`src/rtl/sec_timer_if.sv`:
```
// sec_timer_if: bundle of time-base pulses, user pulses and display/status outputs
//   master (time base / user side) drives:
//     tick_1s, scan_tick, start_stop, clear, load : one-clk pulses
//     load_val[15:0]                              : BCD {M1,M0,S1,S0}
//   slave (sec_timer_ctrl) drives:
//     digit_sel[3:0] : active-low one-hot digit enable, 4'hF = blank
//     digit_bcd[3:0] : BCD nibble of the selected digit
//     alarm, running : status levels
//     load_err       : one-clk pulse on a rejected load
interface sec_timer_if;
    logic        tick_1s;
    logic        scan_tick;
    logic        start_stop;
    logic        clear;
    logic        load;
    logic [15:0] load_val;
    logic [3:0]  digit_sel;
    logic [3:0]  digit_bcd;
    logic        alarm;
    logic        running;
    logic        load_err;
    modport master (
        output tick_1s, scan_tick, start_stop, clear, load, load_val,
        input  digit_sel, digit_bcd, alarm, running, load_err
    );
    modport slave (
        input  tick_1s, scan_tick, start_stop, clear, load, load_val,
        output digit_sel, digit_bcd, alarm, running, load_err
    );
endinterface

```
`src/rtl/sec_timer_ctrl.sv`:
```
// sec_timer_ctrl: MM:SS BCD countdown timer with IDLE/RUN/PAUSE/EXPIRE sequencing
//   and a multiplexed 4-digit seven-segment scan.
//   clk   : system clock
//   reset : asynchronous, active-low reset
//   tmr   : sec_timer_if.slave (time-base/user pulses in, display and status out)
//   Optional BLINK_EN: blanks the display on alternate seconds in PAUSE/EXPIRE.
module sec_timer_ctrl #(
    parameter int unsigned ALARM_SECS   = 5,
    parameter logic [15:0] LOAD_DEFAULT = 16'h0100
) (
    input logic        clk,
    input logic        reset,
    sec_timer_if.slave tmr
);
    typedef enum logic [1:0] {IDLE, RUN, PAUSE, EXPIRE} state_t;
    localparam logic [3:0] ALARM_LAST = 4'(ALARM_SECS - 1);
    state_t      state_q, state_d;
    logic [15:0] count_q, count_d, count_dec;
    logic [3:0]  alarm_cnt_q, alarm_cnt_d;
    logic [1:0]  scan_idx_q;
    logic [3:0]  digit_sel_q, digit_bcd_q;
    logic        alarm_q, running_q, load_err_q, load_err_d;
    logic        load_ok, count_zero, b0, b1, b2;
    assign count_zero = count_q == 16'h0000;
    // b0..b2: every lower digit is zero, so this digit must take the borrow
    assign b0 = count_q[3:0] == 4'd0;
    assign b1 = b0 && count_q[7:4] == 4'd0;
    assign b2 = b1 && count_q[11:8] == 4'd0;
    assign count_dec = {
        b2 ? count_q[15:12] - 4'd1 : count_q[15:12],
        b1 ? (count_q[11:8] == 4'd0 ? 4'd9 : count_q[11:8] - 4'd1) : count_q[11:8],
        b0 ? (count_q[7:4] == 4'd0 ? 4'd5 : count_q[7:4] - 4'd1) : count_q[7:4],
        b0 ? 4'd9 : count_q[3:0] - 4'd1
    };
    assign load_ok = tmr.load_val[3:0] <= 4'd9 && tmr.load_val[7:4] <= 4'd5 &&
                     tmr.load_val[11:8] <= 4'd9 && tmr.load_val[15:12] <= 4'd9;
    // One input acts per cycle: clear > load > start_stop > tick_1s.
    always_comb begin
        state_d     = state_q;
        count_d     = count_q;
        alarm_cnt_d = alarm_cnt_q;
        load_err_d  = 1'b0;
        if (tmr.clear) begin
            state_d     = IDLE;
            count_d     = 16'h0000;
            alarm_cnt_d = 4'd0;
        end else if (tmr.load) begin
            if ((state_q == IDLE || state_q == PAUSE) && load_ok) count_d = tmr.load_val;
            else load_err_d = 1'b1;
        end else if (tmr.start_stop) begin
            case (state_q)
                IDLE:    state_d = count_zero ? IDLE : RUN;
                RUN:     state_d = PAUSE;
                PAUSE:   state_d = RUN;
                default: begin
                    state_d     = IDLE;
                    alarm_cnt_d = 4'd0;
                end
            endcase
        end else if (tmr.tick_1s) begin
            if (state_q == RUN && !count_zero) begin
                count_d = count_dec;
                state_d = count_dec == 16'h0000 ? EXPIRE : RUN;
            end else if (state_q == EXPIRE) begin
                state_d     = alarm_cnt_q == ALARM_LAST ? IDLE : EXPIRE;
                alarm_cnt_d = alarm_cnt_q == ALARM_LAST ? 4'd0 : alarm_cnt_q + 4'd1;
            end
        end
    end
    always_ff @(posedge clk or negedge reset) begin
        if (!reset) begin
            state_q     <= IDLE;
            count_q     <= LOAD_DEFAULT;
            alarm_cnt_q <= 4'd0;
            scan_idx_q  <= 2'd0;
            digit_sel_q <= 4'hF;
            digit_bcd_q <= 4'd0;
            alarm_q     <= 1'b0;
            running_q   <= 1'b0;
            load_err_q  <= 1'b0;
        end else begin
            state_q     <= state_d;
            count_q     <= count_d;
            alarm_cnt_q <= alarm_cnt_d;
            load_err_q  <= load_err_d;
            alarm_q     <= state_d == EXPIRE;
            running_q   <= state_d == RUN;
            // Each scan pulse shows the digit at the current index, then advances,
            // so the first pulse after reset lights S0.
            if (tmr.scan_tick) begin
                scan_idx_q  <= scan_idx_q + 2'd1;
                digit_sel_q <= ~(4'd1 << scan_idx_q);
                digit_bcd_q <= count_q[{scan_idx_q, 2'b00} +: 4];
            end
        end
    end
`ifdef BLINK_EN
    logic blink_q;
    always_ff @(posedge clk or negedge reset) begin
        if (!reset) blink_q <= 1'b0;
        else blink_q <= (state_q == PAUSE || state_q == EXPIRE) ? blink_q ^ tmr.tick_1s : 1'b0;
    end
    assign tmr.digit_sel = blink_q ? 4'hF : digit_sel_q;
`else
    assign tmr.digit_sel = digit_sel_q;
`endif
    assign tmr.digit_bcd = digit_bcd_q;
    assign tmr.alarm     = alarm_q;
    assign tmr.running   = running_q;
    assign tmr.load_err  = load_err_q;
endmodule

```
`src/flat_wrapper.sv`:
```
// flat-port wrapper written by rule: the top's interface ports become plain ports
module sec_timer_ctrl_flat 
#(
    parameter int unsigned ALARM_SECS   = 5,
    parameter logic [15:0] LOAD_DEFAULT = 16'h0100
)
  (clk, reset, tmr_tick_1s, tmr_scan_tick, tmr_start_stop, tmr_clear, tmr_load, tmr_load_val, tmr_digit_sel, tmr_digit_bcd, tmr_alarm, tmr_running, tmr_load_err);
  sec_timer_if tmr_i ();
  input logic clk;
  input logic reset;
  input wire logic [$bits(tmr_i.tick_1s)-1:0] tmr_tick_1s;
  input wire logic [$bits(tmr_i.scan_tick)-1:0] tmr_scan_tick;
  input wire logic [$bits(tmr_i.start_stop)-1:0] tmr_start_stop;
  input wire logic [$bits(tmr_i.clear)-1:0] tmr_clear;
  input wire logic [$bits(tmr_i.load)-1:0] tmr_load;
  input wire logic [$bits(tmr_i.load_val)-1:0] tmr_load_val;
  output wire logic [$bits(tmr_i.digit_sel)-1:0] tmr_digit_sel;
  output wire logic [$bits(tmr_i.digit_bcd)-1:0] tmr_digit_bcd;
  output wire logic [$bits(tmr_i.alarm)-1:0] tmr_alarm;
  output wire logic [$bits(tmr_i.running)-1:0] tmr_running;
  output wire logic [$bits(tmr_i.load_err)-1:0] tmr_load_err;
  assign tmr_i.tick_1s = tmr_tick_1s;
  assign tmr_i.scan_tick = tmr_scan_tick;
  assign tmr_i.start_stop = tmr_start_stop;
  assign tmr_i.clear = tmr_clear;
  assign tmr_i.load = tmr_load;
  assign tmr_i.load_val = tmr_load_val;
  assign tmr_digit_sel = tmr_i.digit_sel;
  assign tmr_digit_bcd = tmr_i.digit_bcd;
  assign tmr_alarm = tmr_i.alarm;
  assign tmr_running = tmr_i.running;
  assign tmr_load_err = tmr_i.load_err;
  sec_timer_ctrl #(.ALARM_SECS(ALARM_SECS), .LOAD_DEFAULT(LOAD_DEFAULT)) u_core (.clk(clk), .reset(reset), .tmr(tmr_i));
endmodule
```
`config.mk`:
```
export PLATFORM = sky130hd
export DESIGN_NAME = sec_timer_ctrl_flat
export DESIGN_NICKNAME = d
export VERILOG_FILES = /design/src/rtl/sec_timer_if.sv /design/src/rtl/sec_timer_ctrl.sv /design/src/flat_wrapper.sv
export SDC_FILE = /design/constraint.sdc
export NUM_CORES = 1
export LEC_CHECK = 0
export CAP_MARGIN = 10
export CORE_MARGIN = 2
export CORE_UTILIZATION = 39
export CTS_BUF_LIST = sky130_fd_sc_hd__clkbuf_16
export CTS_CLUSTER_DIAMETER = 150
export CTS_CLUSTER_SIZE = 14
export DETAILED_ROUTE_END_ITERATION = 10
export PLACE_DENSITY_LB_ADDON = 0.1
export SLEW_MARGIN = 5
export SYNTH_ARGS = -nofsm -noshare
export SYNTH_HDL_FRONTEND = slang
export SYNTH_SLANG_ARGS = --single-unit
```
`constraint.sdc`:
```
create_clock -name clk -period 2.1 [get_ports clk]
set_input_delay 0.21 -clock clk [delete_from_list [all_inputs] [get_ports clk]]
set_output_delay 0.21 -clock clk [all_outputs]
set_load 0.005 [all_outputs]
```
**Word level (Yosys, flattened, before mapping)**

Index checks and enable logic that the tools add are counted.

- Register bits after elaboration: 35
- Logic and storage cells: 88
- Input bits: 23

- Add/subtract/negate cells: 6
- Reduce and logical (&&, ||, !) cells: 22
- Order comparisons: 4
- Mux-type cells: 33
- Shift operators: 2
- Bitwise operators: 1
- Eq/ne operators: 11

Operators by type and width:

| operator | number |
|---|---|
| two-way mux 16 bit | 6 |
| two-way mux 4 bit | 14 |
| logical NOT 16 bit | 2 |
| two-way mux 2 bit | 8 |
| variable part select 16 x 5 -> 4 bit | 1 |
| subtractor 4 x 1 -> 4 bit, second input constant | 4 |
| <= comparator 4 bit, second input constant | 3 |
| logical NOT 4 bit | 3 |
| nonzero test 3 bit | 4 |
| logical AND 1 bit | 7 |
| == test 2 bit, second input constant | 3 |
| inequality test 3 x 2 -> 1 bit, second input constant | 2 |
| one-hot mux 2 bit (3 select lines) | 1 |
| AND reduction 5 bit | 1 |
| adder 4 x 1 -> 4 bit, second input constant | 1 |
| == test 2 x 1 -> 1 bit, second input constant | 2 |
| == test 4 x 3 -> 1 bit, second input constant | 1 |
| <= comparator 4 x 3 -> 1 bit, second input constant | 1 |
| two-way mux 1 bit | 4 |
| NOT 4 bit | 1 |
| AND reduction 4 bit | 1 |
| << shifter 1 x 2 -> 4 bit, first input constant | 1 |
| inequality test 3 x 1 -> 1 bit, second input constant | 1 |
| inequality test 3 bit, second input constant | 1 |
| 6 further kinds | 6 |

**Logic depth before layout (Yosys ltp)**

Gate-level depths: netlist of the first run.

- Depth after elaboration: 12
- Mapped depth: 9
- Gate-level depth less buffers: 7

**Least setup slack after synthesis of the first run**

Ideal clock, no wire load.

- Path kind: register to register
- Start point: register u_core.count_q[3]
- End point: register u_core.running_q, in the netlist u_core.tmr.running
- Required time: 1.980 ns
- Arrival time: 1.766 ns
- Library setup time: 0.120 ns
- Period minus slack after synthesis: 1.886 ns
- Path slack: 0.214 ns
- Cell stages (with the launch flop): 6
- Path through: dfrtp_1 > nor4_4 > nand3_2 > a2111oi_2 > inv_1 > o211a_1

- Longest elaborated chain between the ends: 12
- Elaborated cells on any way between the ends: 21
- Those cells by class: add/sub (1); eq/ne (1); mux (12); reduce/logical (7)

RTL lines:

| what | line | source |
|---|---|---|
| from (decl) | sec_timer_ctrl.sv:18 | `logic [15:0] count_q, count_d, count_dec;` |
| from (signal assigned) | sec_timer_ctrl.sv:83 | `count_q <= count_d;` |
| parallel branches: the longest is 8 deep, another holds subtractor 4 x 1 -> 4 bit | -- |  |
| two-way mux 2 bit * | sec_timer_ctrl.sv:50 | `end else if (tmr.start_stop) begin` |
| two-way mux 2 bit * | sec_timer_ctrl.sv:47 | `end else if (tmr.load) begin` |
| two-way mux 2 bit * | sec_timer_ctrl.sv:43 | `if (tmr.clear) begin` |
| == test 2 x 1 -> 1 bit * | sec_timer_ctrl.sv:87 | `running_q <= state_d == RUN;` |
| to (signal assigned) | sec_timer_ctrl.sv:79 | `running_q <= 1'b0;` |
| to (signal assigned) | sec_timer_ctrl.sv:87 |  |
| to (decl) | sec_timer_ctrl.sv:22 | `logic alarm_q, running_q, load_err_q, load_err_d;` |

Every way passes the cells marked *.
A chain may end at the register's enable or synchronous reset.

**Worst setup path after layout of the first run**

- Start point: register u_core.count_q[2]
- End point: register u_core.count_q[5]

- Longest elaborated chain between the ends: 7
- Elaborated cells on any way between the ends: 12
- Those cells by class: mux (6); reduce/logical (6)

RTL lines:

| what | line | source |
|---|---|---|
| logical NOT 4 bit | sec_timer_ctrl.sv:26 | `assign b0 = count_q[3:0] == 4'd0;` |
| two-way mux 4 bit | sec_timer_ctrl.sv:32 | `b0 ? (count_q[7:4] == 4'd0 ? 4'd5 : count_q[7:4] - 4'd1) : count_q[7:4],` |
| two-way mux 16 bit | sec_timer_ctrl.sv:61 | `if (state_q == RUN && !count_zero) begin` |
| two-way mux 16 bit | sec_timer_ctrl.sv:60 | `end else if (tmr.tick_1s) begin` |
| two-way mux 16 bit | sec_timer_ctrl.sv:50 |  |
| two-way mux 16 bit | sec_timer_ctrl.sv:47 |  |
| two-way mux 16 bit | sec_timer_ctrl.sv:43 |  |

Several ways; a longest one is shown, not always the timed one. The select of a mux whose other input is x is not followed.

==> impl_metrics.env, run 1 <==
export IMPL_synth_adder_area_share=0.0440
export IMPL_yosysTopAreaCellShare=0.330
export IMPL_num_vias=2043
export IMPL_drtIter0Drc=145
export IMPL_rows=27
export IMPL_die_height_um=80.4
export IMPL_crit_fanout=7
export IMPL_cts_sinks=35
export IMPL_setup_slack_ns=0.109
export IMPL_root_buffer="clkbuf_16"
export IMPL_synth_top_family_by_area="compound AO/OA/AOI/OAI gates"
export IMPL_powerDensity_nw_per_um2=885
export IMPL_wl_per_cell_um=15.8
export IMPL_critPathCaptureType="flip-flop"
export IMPL_use_met3=0.0360
export IMPL_synth_xor_area_share=0.00771
export IMPL_yosysTopAreaCell="dfrtp_1"
export IMPL_relSlewSlack=0.471
export IMPL_dr_pass1_iters=4
export IMPL_diodes=0
export IMPL_skew_ns=0.00328
export IMPL_synthToLayoutAreaGrowth_pct=30.4
export IMPL_rsz0062_at_grt="no"
export IMPL_ys_types=61
export IMPL_yosysMostFrequentCell="dfrtp_1"
export IMPL_max_freq_ghz=0.502
export IMPL_setup_viol_count_final=0
export IMPL_netlist_instances=243
export IMPL_grt_total_usage=0.194
export IMPL_critPathLaunchType="flip-flop"
export IMPL_ctsHoldBuffers=0
export IMPL_grt_pass1_vias=1936
export IMPL_htree_levels=2
export IMPL_synth_fp_nets=274
export IMPL_max_vdd_ir_drop_v=0.000433
export IMPL_synth_edf_count=0
export IMPL_fin_crit_sh=0.948
export IMPL_clk_latency_ns=0.28
export IMPL_overflow=0
export IMPL_vias_per_cell=5.54
export IMPL_synth_compound_gate_area_share=0.225
export IMPL_fin_nets=327
export IMPL_power_leakage_nw=1.27
export IMPL_pre_cts_slack_ns=-0.0264
export IMPL_pin_count=34
export IMPL_drc=0
export IMPL_wirelength_um=5840
export IMPL_arrival_ns=2.18
export IMPL_cts_max_path_buffers=2
export IMPL_antenna_found_initial=0
export IMPL_synth_top_cells_by_count="dfrtp_1 (30), nor2_1 (24), inv_1 (15), nand2_1 (15), o21ai_1 (13)"
export IMPL_crit_type="flip-flop to flip-flop"
export IMPL_synthMuxAreaShare=0.0859
export IMPL_synth_seq_cells=35
export IMPL_numCtsBuffers=5
export IMPL_hold_ws_ns=0.0178
export IMPL_yosysWarnings=0
export IMPL_met2_usage=0.308
export IMPL_die_w_um=80.4
export IMPL_gp_congestion=0.888
export IMPL_cts_tree="yes"
export IMPL_final_max_slew_viol_count=0
export IMPL_fill_cells=521
export IMPL_crit_required_ns=2.29
export IMPL_port_buffers=33
export IMPL_use_met1=0.264
export IMPL_hpwl_um=4430
export IMPL_grt_busiest_layer="met2"
export IMPL_ys_seq_area_frac=0.388
export IMPL_drv_cap=0
export IMPL_initial_core_util=0.408
export IMPL_grt_max_degree=36
export IMPL_drive_gt1_frac=0.192
export IMPL_synth_area_um2=2270
export IMPL_grt_pass1_wl_um=9470
export IMPL_synth_flop_cell="dfrtp_1"
export IMPL_yosys_top_cells_area="dfrtp_1 (33%), dfstp_2 (5.8%), ha_1 (4.4%), mux4_2 (4.0%), nor2_1 (4.0%)"
export IMPL_min_path_type="input pin to asynchronous set/reset pin"
export IMPL_worst_pin_slew_ns=0.794
export IMPL_ant_nets=0
export IMPL_hold_violations=0
export IMPL_async_flop_share=1.00
export IMPL_status="finished, final reports clean"
export IMPL_core_area_um2=5570
export IMPL_total_power_mw=2.62
export IMPL_synthSimpleGateAreaFrac=0.187
export IMPL_dieArea_um2=6460
export IMPL_clkSlewWorstSetupHoldPaths_ns=0.05
export IMPL_syn_avg_cell_area_um2=9.36
export IMPL_period_needed_ns=1.99
-- per-stage QoR --
step           instance area, um^2  std cells  TNS, ns   util
4_1_cts                       2960        369        0  0.531
3_5_place_dp                  2820        361   -0.138  0.506
6_report                      2960        369        0  0.532
2_1_floorplan                 2270        243        0      -
5_1_grt                       2960        369        0  0.532
3_3_place_gp                  2820        361  -0.0280  0.506
-- where the power goes --
group | total, mW | switching [mW] | internal [mW] | leakage [nW]
Sequential | 1.01 | 0.168 | 0.841 | 0.451
Clock | 0.685 | 0.259 | 0.426 | 0.0701
Combinational | 0.929 | 0.410 | 0.519 | 0.749
Total | 2.62 | 0.838 | 1.79 | 1.27
-- kinds of logic (layout without fill, tap and decap cells) --
family	count (synthesis)	count (layout)
AND/OR/NAND/NOR	77	77
flip-flops	35	35
adder cells (fa/ha/maj)	8	8
multiplexers	14	14
AO/OA/AOI/OAI	76	76
XOR/XNOR	2	2
buffers and inverters	31	85
-- placed cells by master (no fill, tap or decap), types with 2 or more instances in the layout --
cell and instances:
clkinv_1 2, a31oi_1 5, inv_1 16, mux2_2 4
nand3_1 5, o21ai_0 12, nand2_1 15, ha_1 8
clkdlybuf4s50_1 32, o31ai_1 2, a21oi_1 11, o2bb2ai_1 4
nor4_1 2, a22oi_1 3, o22ai_1 2, a32oi_1 4
a41oi_1 2, nand2b_1 2, nor3_1 6, a21o_1 2
nor3b_1 2, o21ai_1 13, o21bai_1 3, nor2_1 24
a211oi_1 2, mux2i_1 6, or4_1 2, xor2_1 2
mux4_2 4, nor2b_1 2, dfstp_2 5, clkbuf_16 5
buf_4 29, dfrtp_1 30, nand3b_1 3
-- per-layer routing --
layer  vias up  wire [um]
li1       1003          -
met1       960       2780
met2        69       2690
met3        11        245
met4         0        120
met5         -          0
-- critical path, stage by stage, from the launching register on --
cell and delay [ns]:
dfrtp_1 0.47, or4_1 0.58, or4_1 0.49, a21oi_1 0.14
a21oi_1 0.06, o31ai_2 0.17
-- sequential cells by signal, summed over array words and instances (netlist names) --
register / count
u_core.alarm_cnt_q: 4
u_core.count_q: 16
u_core.scan_idx_q: 2
u_core.state_q: 2
u_core.tmr.alarm: 1
u_core.tmr.digit_bcd: 4
u_core.tmr.digit_sel: 4
u_core.tmr.load_err: 1
u_core.tmr.running: 1
-- worst paths after layout --
| path | endpoint | depth (start not counted) | slack, ns | from |
|---|---|---|---|---|
| worst max-delay path | u_core.count_q[5] | 5 | 0.11 | u_core.count_q[2] |
| worst min-delay path | u_core.alarm_cnt_q[2] | 1 | 0.02 | reset |
| worst max register to register | u_core.count_q[5] | 5 | 0.11 | u_core.count_q[2] |
| worst min register to register | u_core.tmr.digit_sel[0] | 2 | 0.46 | u_core.tmr.digit_sel[0] |
| max in group asynchronous | u_core.tmr.digit_bcd[2] | 1 | 1.57 | reset |
| min in group clk | u_core.tmr.digit_sel[0] | 2 | 0.46 | u_core.tmr.digit_sel[0] |
-- repair_timing --
| item | CTS | global route |
|---|---|---|
| endpoints found under the setup margin | 0 | 2 |
| gates resized for setup | 0 | 1 |
| setup buffers | 0 | 0 |
| hold endpoints to repair | 0 | 0 |
-- final cells by class --
| class | instances | area, um^2 | area share |
|---|---|---|---|
| well taps | 72 | 90.1 | 0.0304 |
| multi-input cells | 177 | 1260 | 0.424 |
| inverters | 15 | 56.3 | 0.0190 |
| clock buffers | 5 | 125 | 0.0422 |
| flip-flops and latches | 35 | 882 | 0.298 |
| clock inverters | 3 | 11.3 | 0.00380 |
| repair buffers | 62 | 543 | 0.183 |
(Power assumes the default switching activity.)
==> inputs of run 2 (changes only) <==
Settings changed: GPL_ROUTABILITY_DRIVEN set to 0.
==> results of run 2 <==
Final layout, timing and power as in run 1 (identical DEF).
==> inputs of run 3 (changes only) <==
Settings changed: CORE_UTILIZATION 39 to 40, PLACE_DENSITY_LB_ADDON 0.1 to 0.25.
Clock period 2.1 ns to 2.42 ns, I/O delays scaled along.
==> run 3 against run 2 <==
  * Total power decreased by 5.5%
  * Routed wire length shrank 3.1%
  * Final cell count fell by 3.5%
  * Critical path type unchanged
  * Clock skew increased by 0.0010 ns
  * Highest routed layer unchanged
  * Maximum frequency fell by 9.4%
==> impl_metrics.env, run 3 (same netlist as run 1, synthesis figures left out) <==
export IMPL_tns_ns=0
export IMPL_port_buffers=33
export IMPL_clkSlewWorstSetupHoldPaths_ns=0.06
export IMPL_htree_levels=2
export IMPL_worst_pin_slew_ns=0.567
export IMPL_powerDensity_nw_per_um2=848
export IMPL_cts_tree="yes"
export IMPL_grt_busiest_layer="met2"
export IMPL_drtIter0Drc=188
export IMPL_ant_nets=0
export IMPL_drc=0
export IMPL_postCtsSetupRepairBufs=0
export IMPL_hold_violations=0
export IMPL_fin_crit_sh=0.908
export IMPL_numCtsBuffers=5
export IMPL_setup_slack_ns=0.222
export IMPL_pin_count=34
export IMPL_crit_fanout=10
export IMPL_ctsResizeCount=0
export IMPL_fin_nets=314
export IMPL_multi_input_area_um2=1250
export IMPL_rows=27
export IMPL_critPathCaptureType="flip-flop"
export IMPL_final_max_slew_viol_count=0
export IMPL_max_freq_ghz=0.455
export IMPL_top_register="u_core.count_q"
export IMPL_critPathLaunchType="flip-flop"
export IMPL_mostFrequentLayoutCells="clkdlybuf4s50_1 (33), dfrtp_1 (30), nor2_1 (24)"
export IMPL_drv_cap=0
export IMPL_skew_ns=0.00427
export IMPL_grt_pass1_wl_um=9210
export IMPL_relSlewSlack=0.619
export IMPL_dieArea_um2=6300
export IMPL_status="finished, final reports clean"
export IMPL_crit_type="flip-flop to flip-flop"
export IMPL_crit_required_ns=2.57
export IMPL_num_vias=2035
export IMPL_largest_reg_flops=16
export IMPL_arrival_ns=2.35
export IMPL_grt_pass1_vias=1838
export IMPL_placedCellCount=348
export IMPL_clk_latency_ns=0.28
export IMPL_stdcell_count=356
export IMPL_antenna_found_initial=0
export IMPL_final_common_cell="clkdlybuf4s50_1"
export IMPL_pre_cts_slack_ns=0.150
export IMPL_period_needed_ns=2.20
export IMPL_vias_per_cell=5.72
export IMPL_cts_sinks=35
export IMPL_ctsHoldBuffers=0
export IMPL_use_met1=0.273
export IMPL_root_buffer="clkbuf_16"
export IMPL_seq_area_um2=882
export IMPL_use_met3=0.0419
export IMPL_diodes=0
export IMPL_die_height_um=79.4
export IMPL_wirelength_um=5660
export IMPL_dr_pass1_iters=4
export IMPL_setup_viol_count_final=0
export IMPL_synthToLayoutAreaGrowth_pct=28.5
export IMPL_grt_total_usage=0.191
export IMPL_met2_usage=0.281
export IMPL_hpwl_um=4110
export IMPL_wl_per_cell_um=15.9
export IMPL_die_w_um=79.4
export IMPL_cts_max_path_buffers=2
export IMPL_fill_cells=513
export IMPL_max_vdd_ir_drop_v=0.000418
export IMPL_power_leakage_nw=1.22
export IMPL_core_area_um2=5510
export IMPL_initial_core_util=0.413
export IMPL_drive_gt1_frac=0.158
export IMPL_min_path_type="input pin to asynchronous set/reset pin"
export IMPL_grt_max_degree=36
export IMPL_overflow=0
export IMPL_rsz0062_at_grt="no"
[run 3: changes by cell type in the layout (fill, tap and decap cells not counted), sizes merged]
cell           before  now
buf                30   16
bufinv              0    2
clkdlybuf4s50      32   33
clkinv              2    0
clkinvlp            0    1
inv                16   15
[run 3: through the flow]
step	total power [mW]	util	hold WS (ns)	area, um^2
final	2.48	0.531	0.368	2920
after global routing	2.63	0.531	0.416	2920
after CTS	2.50	0.531	0.404	2920
after detailed placement	1.65	0.496	0.454	2730
after global placement	1.64	0.496	0.453	2730
after floorplan	1.32	-	-0.0536	2270
[run 3: path summary, 6_finish.rpt]
path	start	endpoint	slack, ns	cells after the start
min in group clk	u_core.tmr.digit_sel[0]	u_core.tmr.digit_sel[0]	0.46	2
setup / recovery	u_core.count_q[3]	u_core.count_q[0]	0.22	5
max in group asynchronous	reset	u_core.tmr.digit_sel[1]	1.70	2
setup reg to reg	u_core.count_q[3]	u_core.count_q[0]	0.22	5
hold reg to reg	u_core.tmr.digit_sel[0]	u_core.tmr.digit_sel[0]	0.46	2
hold / removal	reset	u_core.tmr.alarm	0.37	2
[run 3: layout make-up]
class	count	share of cell area
sequential	35	0.302
clock inverter	3	0.0231
clock buffer	5	0.0428
inverter	15	0.0193
timing repair buffer	49	0.154
tap	72	0.0308
multi-input combinational	177	0.428
[run 3: metal layers]
metal | wire, um | vias up
met5 | 0 | -
met4 | 125 | 0
met3 | 372 | 11
met2 | 2540 | 84
met1 | 2620 | 961
li1 | - | 979
[run 3: critical path, cell delays in order (launching register included)]
cell and delay (ns):
dfrtp_1 0.47, nor4_4 0.52, and4_1 0.32, a311o_2 0.29
or2_1 0.33, o21ai_1 0.12
[run 3: power by group]
part | switching, mW | leakage, nW | internal (mW)
Sequential | 0.158 | 0.451 | 0.729
Clock | 0.247 | 0.0900 | 0.590
Combinational | 0.336 | 0.683 | 0.419
